File: config.mk
export PLATFORM = sky130hd
export DESIGN_NAME = pcie_cfg_fc_sampler
export DESIGN_NICKNAME = d
export VERILOG_FILES = /design/src/rtl/pcie_cfg_fc_pkg.sv /design/src/rtl/pcie_cfg_fc_trigger.sv /design/src/rtl/pcie_cfg_fc_sampler.sv
export SDC_FILE = /design/constraint.sdc
export NUM_CORES = 1
export LEC_CHECK = 0
export BUFFER_PORTS_ARGS = -buffer_cell sky130_fd_sc_hd__buf_2
export CAP_MARGIN = 20
export CORE_ASPECT_RATIO = 0.6
export CORE_MARGIN = 10
export CORE_UTILIZATION = 30
export DETAILED_ROUTE_END_ITERATION = 10
export PLACE_DENSITY = 0.57
export SLEW_MARGIN = 20
export SYNTH_ARGS = -nofsm -noshare
export SYNTH_HDL_FRONTEND = slang
export SYNTH_SLANG_ARGS = --single-unit
File: constraint.sdc
create_clock -name aclk -period 4.5 [get_ports aclk]
set_clock_uncertainty 0.2 [all_clocks]
set_input_delay 0.45 -clock aclk [delete_from_list [all_inputs] [get_ports aclk]]
set_output_delay 0.45 -clock aclk [all_outputs]
set_load 0.02 [all_outputs]
File: src/rtl/pcie_cfg_fc_pkg.sv
// Shared types and default widths for the PCIe configuration flow-control sampler.
package pcie_cfg_fc_pkg;

  localparam int C_DEF_PH_WIDTH    = 8;
  localparam int C_DEF_PD_WIDTH    = 12;
  localparam int C_DEF_NPH_WIDTH   = 8;
  localparam int C_DEF_NPD_WIDTH   = 12;
  localparam int C_DEF_CPLH_WIDTH  = 8;
  localparam int C_DEF_CPLD_WIDTH  = 12;
  localparam int C_DEF_SEL_WIDTH   = 3;
  localparam int C_DEF_NUM_SEL     = 3;
  localparam int C_DEF_SEL_LATENCY = 2;
  localparam int C_DEF_PERIOD      = 0;

  typedef enum logic [1:0] {
    ST_IDLE    = 2'd0,
    ST_SETTLE  = 2'd1,
    ST_CAPTURE = 2'd2,
    ST_PRESENT = 2'd3
  } fc_state_e;

  // Default-width view of one snapshot, for shell logic that packs snapshots.
  typedef struct packed {
    logic [C_DEF_SEL_WIDTH-1:0]  sel;
    logic                        last;
    logic [C_DEF_PH_WIDTH-1:0]   ph;
    logic [C_DEF_PD_WIDTH-1:0]   pd;
    logic [C_DEF_NPH_WIDTH-1:0]  nph;
    logic [C_DEF_NPD_WIDTH-1:0]  npd;
    logic [C_DEF_CPLH_WIDTH-1:0] cplh;
    logic [C_DEF_CPLD_WIDTH-1:0] cpld;
  } fc_snap_t;

endpackage

File: src/rtl/pcie_cfg_fc_trigger.sv
// Merges the external start request with an optional free-running period timer
// into a single-cycle sweep trigger.
module pcie_cfg_fc_trigger #(
  parameter int C_PERIOD = 0
) (
  input  logic aclk,
  input  logic aresetn,
  input  logic i_start,
  output logic o_trigger
);

  localparam int                  LP_CNT_W     = 24;
  localparam bit                  LP_TIMER_EN  = (C_PERIOD > 0);
  localparam logic [LP_CNT_W-1:0] LP_CNT_LAST  = LP_TIMER_EN ? LP_CNT_W'(C_PERIOD - 1) : '0;

  logic [LP_CNT_W-1:0] r_cnt;
  logic                w_tick;

  assign w_tick = LP_TIMER_EN && (r_cnt == LP_CNT_LAST);

  // The timer keeps counting during a sweep; expiries while busy become overruns upstream.
  always_ff @(posedge aclk or negedge aresetn) begin
    if (!aresetn) begin
      r_cnt <= '0;
    end else if (!LP_TIMER_EN || w_tick) begin
      r_cnt <= '0;
    end else begin
      r_cnt <= r_cnt + 1'b1;
    end
  end

  assign o_trigger = i_start | w_tick;

endmodule

File: src/rtl/pcie_cfg_fc_sampler.sv
// Walks the PCIe core's FC SEL codes, waits out the core latency for each,
// and hands every captured credit set downstream as a valid/ready snapshot.
module pcie_cfg_fc_sampler
  import pcie_cfg_fc_pkg::*;
#(
  parameter int C_PH_WIDTH    = C_DEF_PH_WIDTH,
  parameter int C_PD_WIDTH    = C_DEF_PD_WIDTH,
  parameter int C_NPH_WIDTH   = C_DEF_NPH_WIDTH,
  parameter int C_NPD_WIDTH   = C_DEF_NPD_WIDTH,
  parameter int C_CPLH_WIDTH  = C_DEF_CPLH_WIDTH,
  parameter int C_CPLD_WIDTH  = C_DEF_CPLD_WIDTH,
  parameter int C_SEL_WIDTH   = C_DEF_SEL_WIDTH,
  parameter int C_NUM_SEL     = C_DEF_NUM_SEL,
  parameter int C_SEL_LATENCY = C_DEF_SEL_LATENCY,
  parameter int C_PERIOD      = C_DEF_PERIOD
) (
  input  logic                    aclk,
  input  logic                    aresetn,
  input  logic                    start,
  output logic [C_SEL_WIDTH-1:0]  fc_sel,
  input  logic [C_PH_WIDTH-1:0]   fc_ph,
  input  logic [C_PD_WIDTH-1:0]   fc_pd,
  input  logic [C_NPH_WIDTH-1:0]  fc_nph,
  input  logic [C_NPD_WIDTH-1:0]  fc_npd,
  input  logic [C_CPLH_WIDTH-1:0] fc_cplh,
  input  logic [C_CPLD_WIDTH-1:0] fc_cpld,
  output logic                    snap_valid,
  input  logic                    snap_ready,
  output logic [C_SEL_WIDTH-1:0]  snap_sel,
  output logic                    snap_last,
  output logic [C_PH_WIDTH-1:0]   snap_ph,
  output logic [C_PD_WIDTH-1:0]   snap_pd,
  output logic [C_NPH_WIDTH-1:0]  snap_nph,
  output logic [C_NPD_WIDTH-1:0]  snap_npd,
  output logic [C_CPLH_WIDTH-1:0] snap_cplh,
  output logic [C_CPLD_WIDTH-1:0] snap_cpld,
  output logic                    busy,
  output logic                    overrun
);

  localparam logic [3:0]             LP_WAIT_LAST = 4'(C_SEL_LATENCY - 1);
  localparam logic [C_SEL_WIDTH-1:0] LP_SEL_LAST  = C_SEL_WIDTH'(C_NUM_SEL - 1);

  logic w_trigger;

  fc_state_e               r_state;
  logic [3:0]              r_wait;
  logic [C_SEL_WIDTH-1:0]  r_fc_sel;
  logic                    r_busy;
  logic                    r_overrun;
  logic                    r_snap_valid;
  logic [C_SEL_WIDTH-1:0]  r_snap_sel;
  logic                    r_snap_last;
  logic [C_PH_WIDTH-1:0]   r_snap_ph;
  logic [C_PD_WIDTH-1:0]   r_snap_pd;
  logic [C_NPH_WIDTH-1:0]  r_snap_nph;
  logic [C_NPD_WIDTH-1:0]  r_snap_npd;
  logic [C_CPLH_WIDTH-1:0] r_snap_cplh;
  logic [C_CPLD_WIDTH-1:0] r_snap_cpld;

  pcie_cfg_fc_trigger #(
    .C_PERIOD (C_PERIOD)
  ) u_trigger (
    .aclk      (aclk),
    .aresetn   (aresetn),
    .i_start   (start),
    .o_trigger (w_trigger)
  );

  always_ff @(posedge aclk or negedge aresetn) begin
    if (!aresetn) begin
      r_state      <= ST_IDLE;
      r_wait       <= '0;
      r_fc_sel     <= '0;
      r_busy       <= 1'b0;
      r_overrun    <= 1'b0;
      r_snap_valid <= 1'b0;
      r_snap_sel   <= '0;
      r_snap_last  <= 1'b0;
      r_snap_ph    <= '0;
      r_snap_pd    <= '0;
      r_snap_nph   <= '0;
      r_snap_npd   <= '0;
      r_snap_cplh  <= '0;
      r_snap_cpld  <= '0;
    end else begin
      // Any state other than IDLE is busy, including the final handshake cycle.
      if (w_trigger && (r_state != ST_IDLE)) begin
        r_overrun <= 1'b1;
      end
      case (r_state)
        ST_IDLE: begin
          if (w_trigger) begin
            r_state  <= ST_SETTLE;
            r_fc_sel <= '0;
            r_wait   <= '0;
            r_busy   <= 1'b1;
          end
        end
        ST_SETTLE: begin
          r_wait <= r_wait + 4'd1;
          if (r_wait == LP_WAIT_LAST) begin
            r_state <= ST_CAPTURE;
          end
        end
        ST_CAPTURE: begin
          r_snap_sel   <= r_fc_sel;
          r_snap_last  <= (r_fc_sel == LP_SEL_LAST);
          r_snap_ph    <= fc_ph;
          r_snap_pd    <= fc_pd;
          r_snap_nph   <= fc_nph;
          r_snap_npd   <= fc_npd;
          r_snap_cplh  <= fc_cplh;
          r_snap_cpld  <= fc_cpld;
          r_snap_valid <= 1'b1;
          r_state      <= ST_PRESENT;
        end
        ST_PRESENT: begin
          if (snap_ready) begin
            r_snap_valid <= 1'b0;
            if (r_snap_last) begin
              r_state <= ST_IDLE;
              r_busy  <= 1'b0;
            end else begin
              r_fc_sel <= r_fc_sel + 1'b1;
              r_wait   <= '0;
              r_state  <= ST_SETTLE;
            end
          end
        end
        default: begin
          r_state <= ST_IDLE;
        end
      endcase
    end
  end

  assign fc_sel     = r_fc_sel;
  assign busy       = r_busy;
  assign overrun    = r_overrun;
  assign snap_valid = r_snap_valid;
  assign snap_sel   = r_snap_sel;
  assign snap_last  = r_snap_last;
  assign snap_ph    = r_snap_ph;
  assign snap_pd    = r_snap_pd;
  assign snap_nph   = r_snap_nph;
  assign snap_npd   = r_snap_npd;
  assign snap_cplh  = r_snap_cplh;
  assign snap_cpld  = r_snap_cpld;

endmodule

[Yosys cells after proc, flatten, opt, wreduce, memory -nomap -nowiden]
Cells that the tools add are included.
Cells by class
  add/sub/neg operators: 2
  eq/ne operators: 10
  reductions and logical operators: 11
  mux-type cells: 19
Operators by type and width (count)
  2-to-1 mux 4 bit: 3
  case mux 4 bit (3 select lines): 1
  AND reduction 4 bit: 3
  != test 2 bit, second input constant: 5
  2-to-1 mux 3 bit: 3
  case mux 2 bit (4 select lines): 1
  2-to-1 mux 2 bit: 3
  case mux 3 bit (2 select lines): 1
  nonzero test 2 bit: 3
  2-to-1 mux 1 bit: 5
  adder 4 x 1 -> 4 bit, second input constant: 1
  == test 2 bit, second input constant: 2
  == test 4 x 1 -> 1 bit, second input constant: 1
  case mux 1 bit (2 select lines): 2
  adder 3 x 1 -> 3 bit, second input constant: 1
  == test 3 x 2 -> 1 bit, second input constant: 1
  AND reduction 3 bit: 1
  nonzero test 3 bit: 1
  == test 2 x 1 -> 1 bit, second input constant: 1
  logical NOT 2 bit: 1
  AND reduction 2 bit: 1
  logical AND 1 bit: 1
Storage, ports and cells
  output and inout port bits: 70
  bits of input ports: 64
  word-level logic and storage cells: 56
  flip-flop bits (word level): 76

[Longest topological paths before layout]
Gate-level depths: netlist (run 1).
  depth after elaboration: 4
  depth in mapped cells: 7
  depth with buffers taken out: 6

[By module]
A second synthesis (run 1) with hierarchy kept.
Second synthesis, totals
  cells, all modules: 214
  area total of the unflattened synthesis: 3181.8 um2
Modules (own cells, without submodules)
  pcie_cfg_fc_sampler: cells each 213, area an instance 3174.3 um2, sequential area each 1901.8 um2, times used 1
  pcie_cfg_fc_trigger: cells each 1, area an instance 7.5 um2, sequential area each 0.0 um2, times used 1

[Worst setup path after synthesis (run 1)]
Ideal clock, no wire load.
  path type: reg-to-reg
  start point: register r_state[0]
  end point: register r_snap_cpld[0], in the netlist snap_cpld[0]
  buffers on the path: 2
  slack: 2.778 ns
  arrival time: 1.398 ns
  required time: 4.175 ns
  stages on the path, launching flop included: 6
  cell sequence: dfrtp_1 inv_1 ha_1 buf_2 buf_4 mux2_2
On the way
  word-level cells in the longest chain between the ends: 1
RTL lines
  from (decl): line pcie_cfg_fc_sampler.sv:46  | fc_state_e r_state;
  from (signal assigned): line pcie_cfg_fc_sampler.sv:72  | r_state <= ST_IDLE;
  from (signal assigned): line pcie_cfg_fc_sampler.sv:94  | r_state <= ST_SETTLE;
  from (signal assigned): line pcie_cfg_fc_sampler.sv:103  | r_state <= ST_CAPTURE;
  == test 2 bit: line pcie_cfg_fc_sampler.sv:91  | case (r_state)
  to (signal assigned): line pcie_cfg_fc_sampler.sv:114  | r_snap_cpld <= fc_cpld;
  to (decl): line pcie_cfg_fc_sampler.sv:59  | logic [C_CPLD_WIDTH-1:0] r_snap_cpld;
No other way between the ends.
A chain may end at the register's enable or synchronous reset.

[Final worst setup path (run 1)]
  start point: register r_state[0]
  end point: register r_snap_cplh[5], in the netlist snap_cplh[5]
On the way
  word-level cells in the longest chain between the ends: 1
RTL lines
  == test 2 bit: line pcie_cfg_fc_sampler.sv:91
  to (signal assigned): line pcie_cfg_fc_sampler.sv:113  | r_snap_cplh <= fc_cplh;
  to (decl): line pcie_cfg_fc_sampler.sv:58  | logic [C_CPLH_WIDTH-1:0] r_snap_cplh;
No other way between the ends.

==> results of run 1 <==
[power groups by stage]
| stage | clock network (mW) | registers [mW] | logic, mW |
|---|---|---|---|
| 3_5_place_dp | 0 | 1.21 | 1.64 |
| 2_1_floorplan | 0 | 1.59 | 0.744 |
| 6_report | 0.765 | 1.20 | 1.60 |
| 3_3_place_gp | 0 | 1.20 | 1.62 |
| 5_1_grt | 0.830 | 1.25 | 1.75 |
| 4_1_cts | 0.800 | 1.20 | 1.64 |
[cell usage in the layout (no fill, tap or decap), types with 3 or more instances in the layout]
cell,n
o21ai_0,8
nand2_1,8
buf_2,132
inv_1,8
clkbuf_16,9
mux2_2,63
mux2i_1,3
a22o_1,3
ha_1,9
dfrtp_1,76
[critical path, cell delays in order, from the launching register on]
cell,delay (ns)
dfrtp_1,0.42
inv_1,0.15
ha_2,0.57
buf_4,0.56
mux2_2,0.40
[layer usage]
layer | track usage | share of wire | vias up
li1 | - | - | 1023
met3 | 0.06194 | 0.11 | 7
met4 | 0.03537 | 0.011 | 0
met5 | 0 | 0 | -
met2 | 0.1470 | 0.43 | 89
met1 | 0.1247 | 0.45 | 1016
[cell type report]
class / count / area share
Clock inverter: 4 / 0.01712
Tap cell: 135 / 0.03985
Timing Repair Buffer: 134 / 0.1594
Sequential cell: 76 / 0.4486
Inverter: 9 / 0.008560
Clock buffer: 12 / 0.05815
Multi-Input combinational cell: 116 / 0.2683
[cells by family after synthesis]
group / synth area share
flip-flops: 0.6078
multiplexers: 0.2411
AO/OA/AOI/OAI: 0.05918
buffers and inverters: 0.02959
AND/OR/NAND/NOR: 0.02239
adder cells (fa/ha/maj): 0.03998
[registers in the layout (all words and copies together) (netlist names)]
signal and cells:
snap_valid 1, snap_pd 12, fc_sel 3, r_state 2, snap_ph 8, snap_nph 8
r_wait 4, snap_last 1, snap_cpld 12, snap_npd 12, busy 1, overrun 1
snap_cplh 8, snap_sel 3
[path summary, 6_finish.rpt]
path	startpoint	end	slack (ns)
max	r_state[0]	snap_cplh[5]	2.02
min	aresetn	snap_ph[5]	0.06
max reg2reg	r_state[0]	snap_cplh[5]	2.02
min reg2reg	overrun	overrun	0.25
max in group asynchronous	aresetn	r_state[1]	3.38
min in group aclk	fc_cpld[4]	snap_cpld[4]	0.15
[metrics by stage]
stage               cells  area [um^2]  hold WS, ns
finish                486         4239      0.05724
global route          486         4239       0.1349
CTS                   486         4239       0.1139
detailed placement    470         3920       0.2397
global placement      470         3920       0.2328
floorplan             209         3129     -0.04559
==> summary.md, run 1 <==
| Metric | Value |
|---|---|
| Clock Tree Root | clkbuf_16 |
| Final min period | 2.483 ns |
| Total congestion overflow | 0 |
| CP Data Arrival Time | 2.49 ns |
| Fin crit share | 0.5518 |
| Warnings, synthesis | 0 |
| Num ports | 134 |
| Type of origin of the critical path | register |
| Post-DP HPWL | 5.694 mm |
| Highest clock rate | 0.4027 GHz |
| Distinct cell type count after synthesis | 29 |
| Synth top area share | 0.6078 |
| Switch Pwr | 1.344 mW |
| Detailed Routing Iterations Pass 1 | 4 |
| DR WL/cell | 15.60 um |
| Seq/Total Area, Yosys | 0.6078 |
| Mapped Area | 3129 um^2 |
| Clock transition at path regs | 0.06 ns |
| Pwr dens | 841.9 nW/um^2 |
| Post-synthesis cell count | 209 |
| Rel. slew slack | 0.3526 |
| Static leakage | 2.044 nW |
| Fillers | 959 |
| First-pass GRT wire length | 12.61 mm |
| Fin. Hold Viols | 0 |
| Initial DRC Count | 73 |
| Most frequent cell after synthesis | dfrtp_1 |
| Final core occ | 0.4231 |
| Die area | 15050 um^2 |
| Core area | 10020 um^2 |
| Setup TNS | 0 ns |
| Post-DRT Antenna Nets | 0 |
| Htree depth | 3 |
| CP endpoint kind | register |
| Resized Gates After CTS | 0 |
| Post-Place Setup Slack | 1.983 ns |
| Total power | 3.569 mW |
| CTS tree | done |
| Residual DRC | 0 |
| Clock share of power | 0.214 |
| Starting Density | 0.3123 |
| P_int | 2.225 mW |
| Hold WC Path Type | in -> async |
| Crit Path Class | reg -> reg |
| Final WS setup | 2.017 ns |
| Peak VDD IR | 326.0 uV |
| Post-synth top cells | 76 x dfrtp_1, 63 x mux2_2, 10 x ha_1 |
| Port bufs | 133 |
| Antenna Cells | 0 |
| Initial antenna violation count | 0 |
| Yosys reg bits | 76 |
| Final-stage net count | 420 |
| CTS Buf Count | 9 |
| Hold-fix buffers at CTS | 0 |
| Post-synth EDFFs | 0 |
| Pins Over Slew Limit | 0 |
| Max cap viols | 0 |
| Routability Congestion | 0.7459 |
| Synthesis-to-layout area growth | 35.47% |
| Vias | 2135 |
| Status | completed |
| Multi-input gate area | 1137 um^2 |
| Count of final setup violators | 0 |
| Biggest area consumer among synthesized cells | dfrtp_1 |
| Req. time, crit path | 4.51 ns |
| FF/Latch Area | 1902 um^2 |
| Combinational fraction of design power | 0.450 |
| Clock Path Buffers | 2 |
| Slew @ Worst Pin | 0.9711 ns |
| Worst Reg-to-Reg Cells | 4 |
| CP max FO | 42 |
| Clk Latency, worst-skew pair | 0.33 ns |
| Postcts setup bufs | 0 |
| Average size of a mapped cell | 14.97 um^2 |
| RSZ-0062 raised after global routing | false |
| DIE HEIGHT | 99.11 um |
| CTS sink cnt | 76 |
| Largest cells by area after synthesis | dfrtp_1 61%, mux2_2 23%, ha_1 4.0% |
| Sw frac | 0.3765 |
| Vias in the first global route | 2354 |
| Ys async rst share | 1.000 |
| Syn_nets | 283 |
| Ratio of cells with drive above 1 in the final layout | 0.6182 |
| Total wire length | 7.581 mm |
| Vias per inst | 4.393 |
| Largest net degree at the start of global routing | 77 |
| Total GRT Usage | 0.1027 |
| Die Wd | 151.9 um |
| Top_reg_cell synth | dfrtp_1 |
| Std cell rows | 28 |
| Sequential share of power | 0.336 |
(Power assumes the default switching activity.)
==> run 2, diff against run 1 <==
==> constraint.sdc (replaced) <==
create_clock -name aclk -period 2.5 [get_ports aclk]
set_clock_uncertainty 0.2 [all_clocks]
set_input_delay 0.25 -clock aclk [delete_from_list [all_inputs] [get_ports aclk]]
set_output_delay 0.25 -clock aclk [all_outputs]
set_load 0.02 [all_outputs]
==> run 2 against run 1 <==
  * Clock-buffer cell count did not move
  * Routed wire length rose by 13%
  * Final cell count rose by 13%
  * Sequential power rose by 81%
  * Critical path depth rose by 2
  * Largest power group unchanged
==> summary.md, run 2 (same netlist as run 1, synthesis figures left out) <==
| Metric | Value |
|---|---|
| Status | completed |
| Peak VDD IR | 602.9 uV (+85%) |
| Static leakage | 2.326 nW (+14%) |
| Initial antenna violation count | 0 (unchanged) |
| Residual DRC | 0 (unchanged) |
| Vias | 2425 (+14%) |
| Max cap viols | 0 (unchanged) |
| Core area | 10020 um^2 (unchanged) |
| Type of origin of the critical path | register |
| Req. time, crit path | 2.51 ns (-2.00 ns) |
| Fin crit share | 0.7769 (+0.2251) |
| Vias in the first global route | 2719 (+16%) |
| Sw frac | 0.3775 (+0.001016) |
| Multi-input gate area | 1137 um^2 (unchanged) |
| Fin. Hold Viols | 0 (unchanged) |
| First-pass GRT wire length | 14.29 mm (+13%) |
| Clock Tree Root | clkbuf_16 |
| Pwr dens | 1344 nW/um^2 (+60%) |
| Post-DP HPWL | 5.801 mm (+1.9%) |
| Pins Over Slew Limit | 0 (unchanged) |
| CTS Buf Count | 9 (unchanged) |
| Final core occ | 0.4898 (+0.06668) |
| Synthesis-to-layout area growth | 56.82% |
| Sequential share of power | 0.329 (-0.007) |
| CP Data Arrival Time | 1.95 ns (-0.54 ns) |
| Final instance area | 4907 um^2 (+16%) |
| CP max FO | 8 (-81%) |
| Total wire length | 8.539 mm (+13%) |
| Ratio of cells with drive above 1 in the final layout | 0.5288 (-0.08939) |
| Die area | 15050 um^2 (unchanged) |
| Starting Density | 0.3123 (unchanged) |
| Resized Gates After CTS | 0 (unchanged) |
| CTS tree | done |
| Total GRT Usage | 0.1145 (+0.01181) |
| R2R Setup Slk | 0.56 ns (-1.46 ns) |
| Final-stage net count | 485 (+15%) |
| Count of final setup violators | 0 (unchanged) |
| DR WL/cell | 15.50 um (-0.65%) |
| Postcts setup bufs | 0 (unchanged) |
| Total power | 6.593 mW (+85%) |
| RSZ-0062 raised after global routing | false |
| Highest clock rate | 0.5149 GHz (+28%) |
| Port bufs | 133 (unchanged) |
| Combinational fraction of design power | 0.461 (+0.011) |
| Crit Path Class | reg -> reg |
| Largest net degree at the start of global routing | 50 (-35%) |
| Routability Congestion | 0.7429 (-0.40%) |
| Setup TNS | 0 ns (unchanged) |
| Clock share of power | 0.210 (-0.004) |
| Post-route insts no fill | 551 (+13%) |
| P_int | 4.104 mW (+84%) |
| Clk Latency, worst-skew pair | 0.32 ns (about the same) |
| Rel. slew slack | 0.6594 (+0.3068) |
| Fillers | 871 (-9.2%) |
| Die Wd | 151.9 um (unchanged) |
| Commonest non-fill, non-tap cell in the layout | buf_2 |
| CTS sink cnt | 76 (unchanged) |
| Antenna Cells | 0 (unchanged) |
| CP endpoint kind | register |
| Total congestion overflow | 0 (unchanged) |
| Num ports | 134 (unchanged) |
| Hold WC Path Type | in -> reg |
| Vias per inst | 4.401 (+0.18%) |
| Placed Cells | 473 (+0.64%) |
| Switch Pwr | 2.489 mW (+85%) |
| Area after DPL | 3968 um^2 (+1.2%) |
| Std cell rows | 28 (unchanged) |
| DIE HEIGHT | 99.11 um (unchanged) |
| Post-DRT Antenna Nets | 0 (unchanged) |
| FF/Latch Area | 1902 um^2 (unchanged) |
| Most frequent cells in the layout | 132 x buf_2, 76 x dfrtp_1, 63 x mux2_2, 62 x dlygate4sd3_1 |
| Htree depth | 3 (unchanged) |
| Final min period | 1.942 ns (-0.5410 ns) |
| Clock transition at path regs | 0.06 ns (about the same) |
| Clock Path Buffers | 2 (unchanged) |
| Initial DRC Count | 128 (+75%) |
| Slew @ Worst Pin | 0.5108 ns (-0.4603 ns) |
| Detailed Routing Iterations Pass 1 | 4 (unchanged) |
## run 2: cell count changes in the layout (fill, tap and decap cells not counted)
cell / change
buf_12: +2
dlygate4sd3_1: +62
buf_4: +1
## run 2: layout make-up
| cell class | count | area share |
|---|---|---|
| Multi-Input combinational cell | 116 | 0.2318 |
| Tap cell | 135 | 0.03442 |
| Clock inverter | 4 | 0.01479 |
| Clock buffer | 12 | 0.05023 |
| Timing Repair Buffer | 199 | 0.2738 |
| Inverter | 9 | 0.007394 |
| Sequential cell | 76 | 0.3876 |
## run 2: power groups by stage
| stage | logic (mW) | clock network, mW | registers [mW] |
|---|---|---|---|
| floorplan | 1.34 | 0 | 2.86 |
| global placement | 2.97 | 0 | 2.15 |
| detailed placement | 3.01 | 0 | 2.17 |
| CTS | 3.08 | 1.43 | 2.17 |
| global route | 3.28 | 1.49 | 2.26 |
| finish | 3.04 | 1.38 | 2.17 |
## run 2: layer usage
metal,track usage,up-vias,share of wire
li1,-,1149,-
met2,0.1813,87,0.46
met1,0.1334,1178,0.45
met4,0.04200,0,0.017
met5,0,-,0
met3,0.05462,11,0.077
## run 2: final timing paths
kind,startpoint,endpoint,cells after the start
setup / recovery,r_state[1],r_state[1],6
max in group asynchronous,aresetn,snap_ph[3],3
hold / removal,snap_ready,snap_valid,4
min in group asynchronous,aresetn,snap_nph[5],2
hold reg to reg,overrun,overrun,1
setup reg to reg,r_state[1],r_state[1],6
## run 2: repair_timing
action / CTS / global route
endpoints found under the hold margin: 98 / 0
setup endpoints to repair: 0 / 0
hold buffers: 62 / 0
## run 2: per-stage QoR
stage	worst slack (ns)	hold slack, ns
floorplan	0.7776	-0.2456
global placement	0.6662	0.06517
detailed placement	0.5896	0.07066
CTS	0.5727	0.1385
global route	0.4674	0.1437
finish	0.5578	0.1424
## run 2: critical path, stage by stage, from the launching register on
cell and delay [ns]:
dfrtp_1 0.45, inv_1 0.11, ha_1 0.23, inv_1 0.19, o22ai_4 0.14, a21oi_2 0.19
mux2_4 0.31
==> run 3, diff against run 2 <==
==> constraint.sdc (replaced) <==
create_clock -name aclk -period 1.93 [get_ports aclk]
set_clock_uncertainty 0.2 [all_clocks]
set_input_delay 0.193 -clock aclk [delete_from_list [all_inputs] [get_ports aclk]]
set_output_delay 0.193 -clock aclk [all_outputs]
set_load 0.02 [all_outputs]
==> run 3 against run 2 <==
  * Routed wire length is essentially flat
  * Cell area down 0.38%
  * Utilization shrank 0.19 points
  * Non-clock buffer count up 1
  * First-iteration DRC count shrank 31%
  * Critical endpoint is now snap_npd[10]
  * Largest cell class unchanged
  * Highest routed layer unchanged
==> summary.md, run 3 (same netlist as run 1, synthesis figures left out) <==
| Metric | Value |
|---|---|
| Status | completed |
| Combinational fraction of design power | 0.469 (+0.008) |
| Hold WC Path Type | in -> reg |
| Crit Path Class | reg -> reg |
| Buffers & Inverters on Critical Path | 2 (unchanged) |
| Std cell rows | 28 (unchanged) |
| RSZ-0062 raised after global routing | false |
| DR WL/cell | 15.48 um (about the same) |
| P_int | 5.151 mW (+26%) |
| Fillers | 896 (+2.9%) |
| Static leakage | 2.315 nW (-0.46%) |
| Starting Density | 0.3123 (unchanged) |
| Final-stage net count | 486 (+0.21%) |
| Post-DRT Antenna Nets | 0 (unchanged) |
| Vias per inst | 4.351 (-1.1%) |
| Die area | 15050 um^2 (unchanged) |
| Post-DP HPWL | 5.928 mm (+2.2%) |
| Clk Latency, worst-skew pair | 0.33 ns (about the same) |
| Placed Cells | 474 (+0.21%) |
| CP max FO | 48 (+40) |
| Rel. slew slack | 0.7875 (+0.1281) |
| Total wire length | 8.546 mm (about the same) |
| Htree depth | 3 (unchanged) |
| Total GRT Usage | 0.1143 (about the same) |
| Crit-path cells | inv_1 -> ha_2 -> buf_12 -> mux2_2 |
| Final min period | 1.810 ns (-0.1322 ns) |
| Post-Place Setup Slack | 0.06813 ns (-0.5214 ns) |
| Type of origin of the critical path | register |
| Detailed Routing Iterations Pass 1 | 4 (unchanged) |
| Req. time, crit path | 1.94 ns (-0.57 ns) |
| Ratio of cells with drive above 1 in the final layout | 0.5372 (+0.008324) |
| Largest net degree at the start of global routing | 49 (-2.0%) |
| Vias in the first global route | 2714 (-0.18%) |
| Total congestion overflow | 0 (unchanged) |
| Die Wd | 151.9 um (unchanged) |
| Initial DRC Count | 88 (-31%) |
| Final WS setup | 0.1200 ns (-0.4378 ns) |
| R2R Setup Slk | 0.12 ns (-0.44 ns) |
| Clock share of power | 0.196 (-0.014) |
| FF/Latch Area | 1902 um^2 (unchanged) |
| Num ports | 134 (unchanged) |
| Port bufs | 133 (unchanged) |
| Fin crit share | 0.9378 (+0.1609) |
| Postcts setup bufs | 0 (unchanged) |
| Clock Path Buffers | 2 (unchanged) |
| Initial antenna violation count | 0 (unchanged) |
| Slowest CP cell | dfrtp_1 |
| Core area | 10020 um^2 (unchanged) |
| Count of final setup violators | 0 (unchanged) |
| Sequential share of power | 0.335 (+0.006) |
| Multi-input gate area | 1137 um^2 (unchanged) |
| First-pass GRT wire length | 14.13 mm (-1.1%) |
| Switch Pwr | 3.251 mW (+31%) |
| Synthesis-to-layout area growth | 56.22% |
| Highest clock rate | 0.5525 GHz (+7.3%) |
| Clock transition at path regs | 0.06 ns (about the same) |
| Clock Tree Root | clkbuf_16 |
| Sw frac | 0.3869 (+0.009412) |
| Routability Congestion | 0.7695 (+3.6%) |
| Delay-heaviest family, CP | flip-flops |
| Peak VDD IR | 811.8 uV (+35%) |
| Commonest non-fill, non-tap cell in the layout | buf_2 |
| Slew @ Worst Pin | 0.3187 ns (-0.1921 ns) |
| CTS tree | done |
| CP endpoint kind | register |
| CTS Buf Count | 9 (unchanged) |
| Post-route insts no fill | 552 (+0.18%) |
| Vias | 2402 (-0.95%) |
| Residual DRC | 0 (unchanged) |
| Pins Over Slew Limit | 0 (unchanged) |
| Crit path largest cell delay | 0.43 ns (-0.02 ns) |
| DIE HEIGHT | 99.11 um (unchanged) |
| CP Data Arrival Time | 1.82 ns (-0.13 ns) |
| Pwr dens | 1719 nW/um^2 (+28%) |
| Most frequent cells in the layout | 132 x buf_2, 76 x dfrtp_1, 63 x mux2_2, 62 x dlygate4sd3_1 |
| Max cap viols | 0 (unchanged) |
| Setup TNS | 0 ns (unchanged) |
| CTS sink cnt | 76 (unchanged) |
| Antenna Cells | 0 (unchanged) |
| Fin. Hold Viols | 0 (unchanged) |
==> run 3: changes by cell type in the layout (fill, tap and decap cells not counted), sizes merged <==
| cell | previous run | this run |
|---|---|---|
| clkbuf | 12 | 9 |
| clkinv | 1 | 3 |
| clkinvlp | 1 | 3 |
| bufinv | 2 | 1 |
| buf | 137 | 138 |
==> run 3: path summary, 6_finish.rpt <==
path                       startpoint            to  depth (start not counted)
setup / recovery           r_state[0]  snap_npd[10]                          4
hold / removal             snap_ready    snap_valid                          3
setup reg to reg           r_state[0]  snap_npd[10]                          4
hold reg to reg               overrun       overrun                          1
max in group asynchronous     aresetn    snap_ph[7]                          3
min in group asynchronous     aresetn  snap_cpld[2]                          2
==> run 3: per-layer routing <==
layer	wire length (um)	track usage	vias up	share of wire
met1	3757	0.1310	1150	0.44
met5	0	0	-	0
met2	3935	0.1813	91	0.46
li1	-	-	1150	-
met3	721	0.05806	11	0.084
met4	131	0.04200	0	0.015
==> run 3: repair_timing <==
action                                  CTS  global route
endpoints found under the hold margin   137             0
resized for setup                         0             1
hold buffers                             62             0
endpoints found under the setup margin    0             6
==> run 3: area by class of cell <==
cell class	count	share of cell area
clock inverter	7	0.01382
multi-input combinational	116	0.2327
inverter	9	0.007423
clock buffer	9	0.04607
tap	135	0.03455
timing repair buffer	200	0.2764
sequential	76	0.3890
==> run 3: power by group through the flow <==
stage	combinational [mW]	sequential [mW]	clock [mW]
2_1_floorplan	1.73	3.71	0
6_report	3.94	2.81	1.65
3_3_place_gp	3.86	2.79	0
4_1_cts	4.01	2.81	1.71
5_1_grt	4.27	2.91	1.78
3_5_place_dp	3.92	2.82	0
==> run 3: tightest hold or removal path: cells and delay by family <==
kind | cells | cell delay [ns]
multiplexers | 1 | 0.09
AO/OA/AOI/OAI | 1 | 0.13
buffers and inverters | 1 | 0.13
==> run 3: metrics by stage <==
step                cell area (um^2)  utilization  hold WS (ns)  power (mW)
finish                          4888       0.4879       0.05273       8.402
global route                    4888       0.4879       0.07730       8.970
CTS                             4888       0.4879       0.02628       8.529
detailed placement              3975       0.3967      -0.08194       6.737
global placement                3975       0.3967      -0.08391       6.645
floorplan                       3129            -       -0.3026       5.443
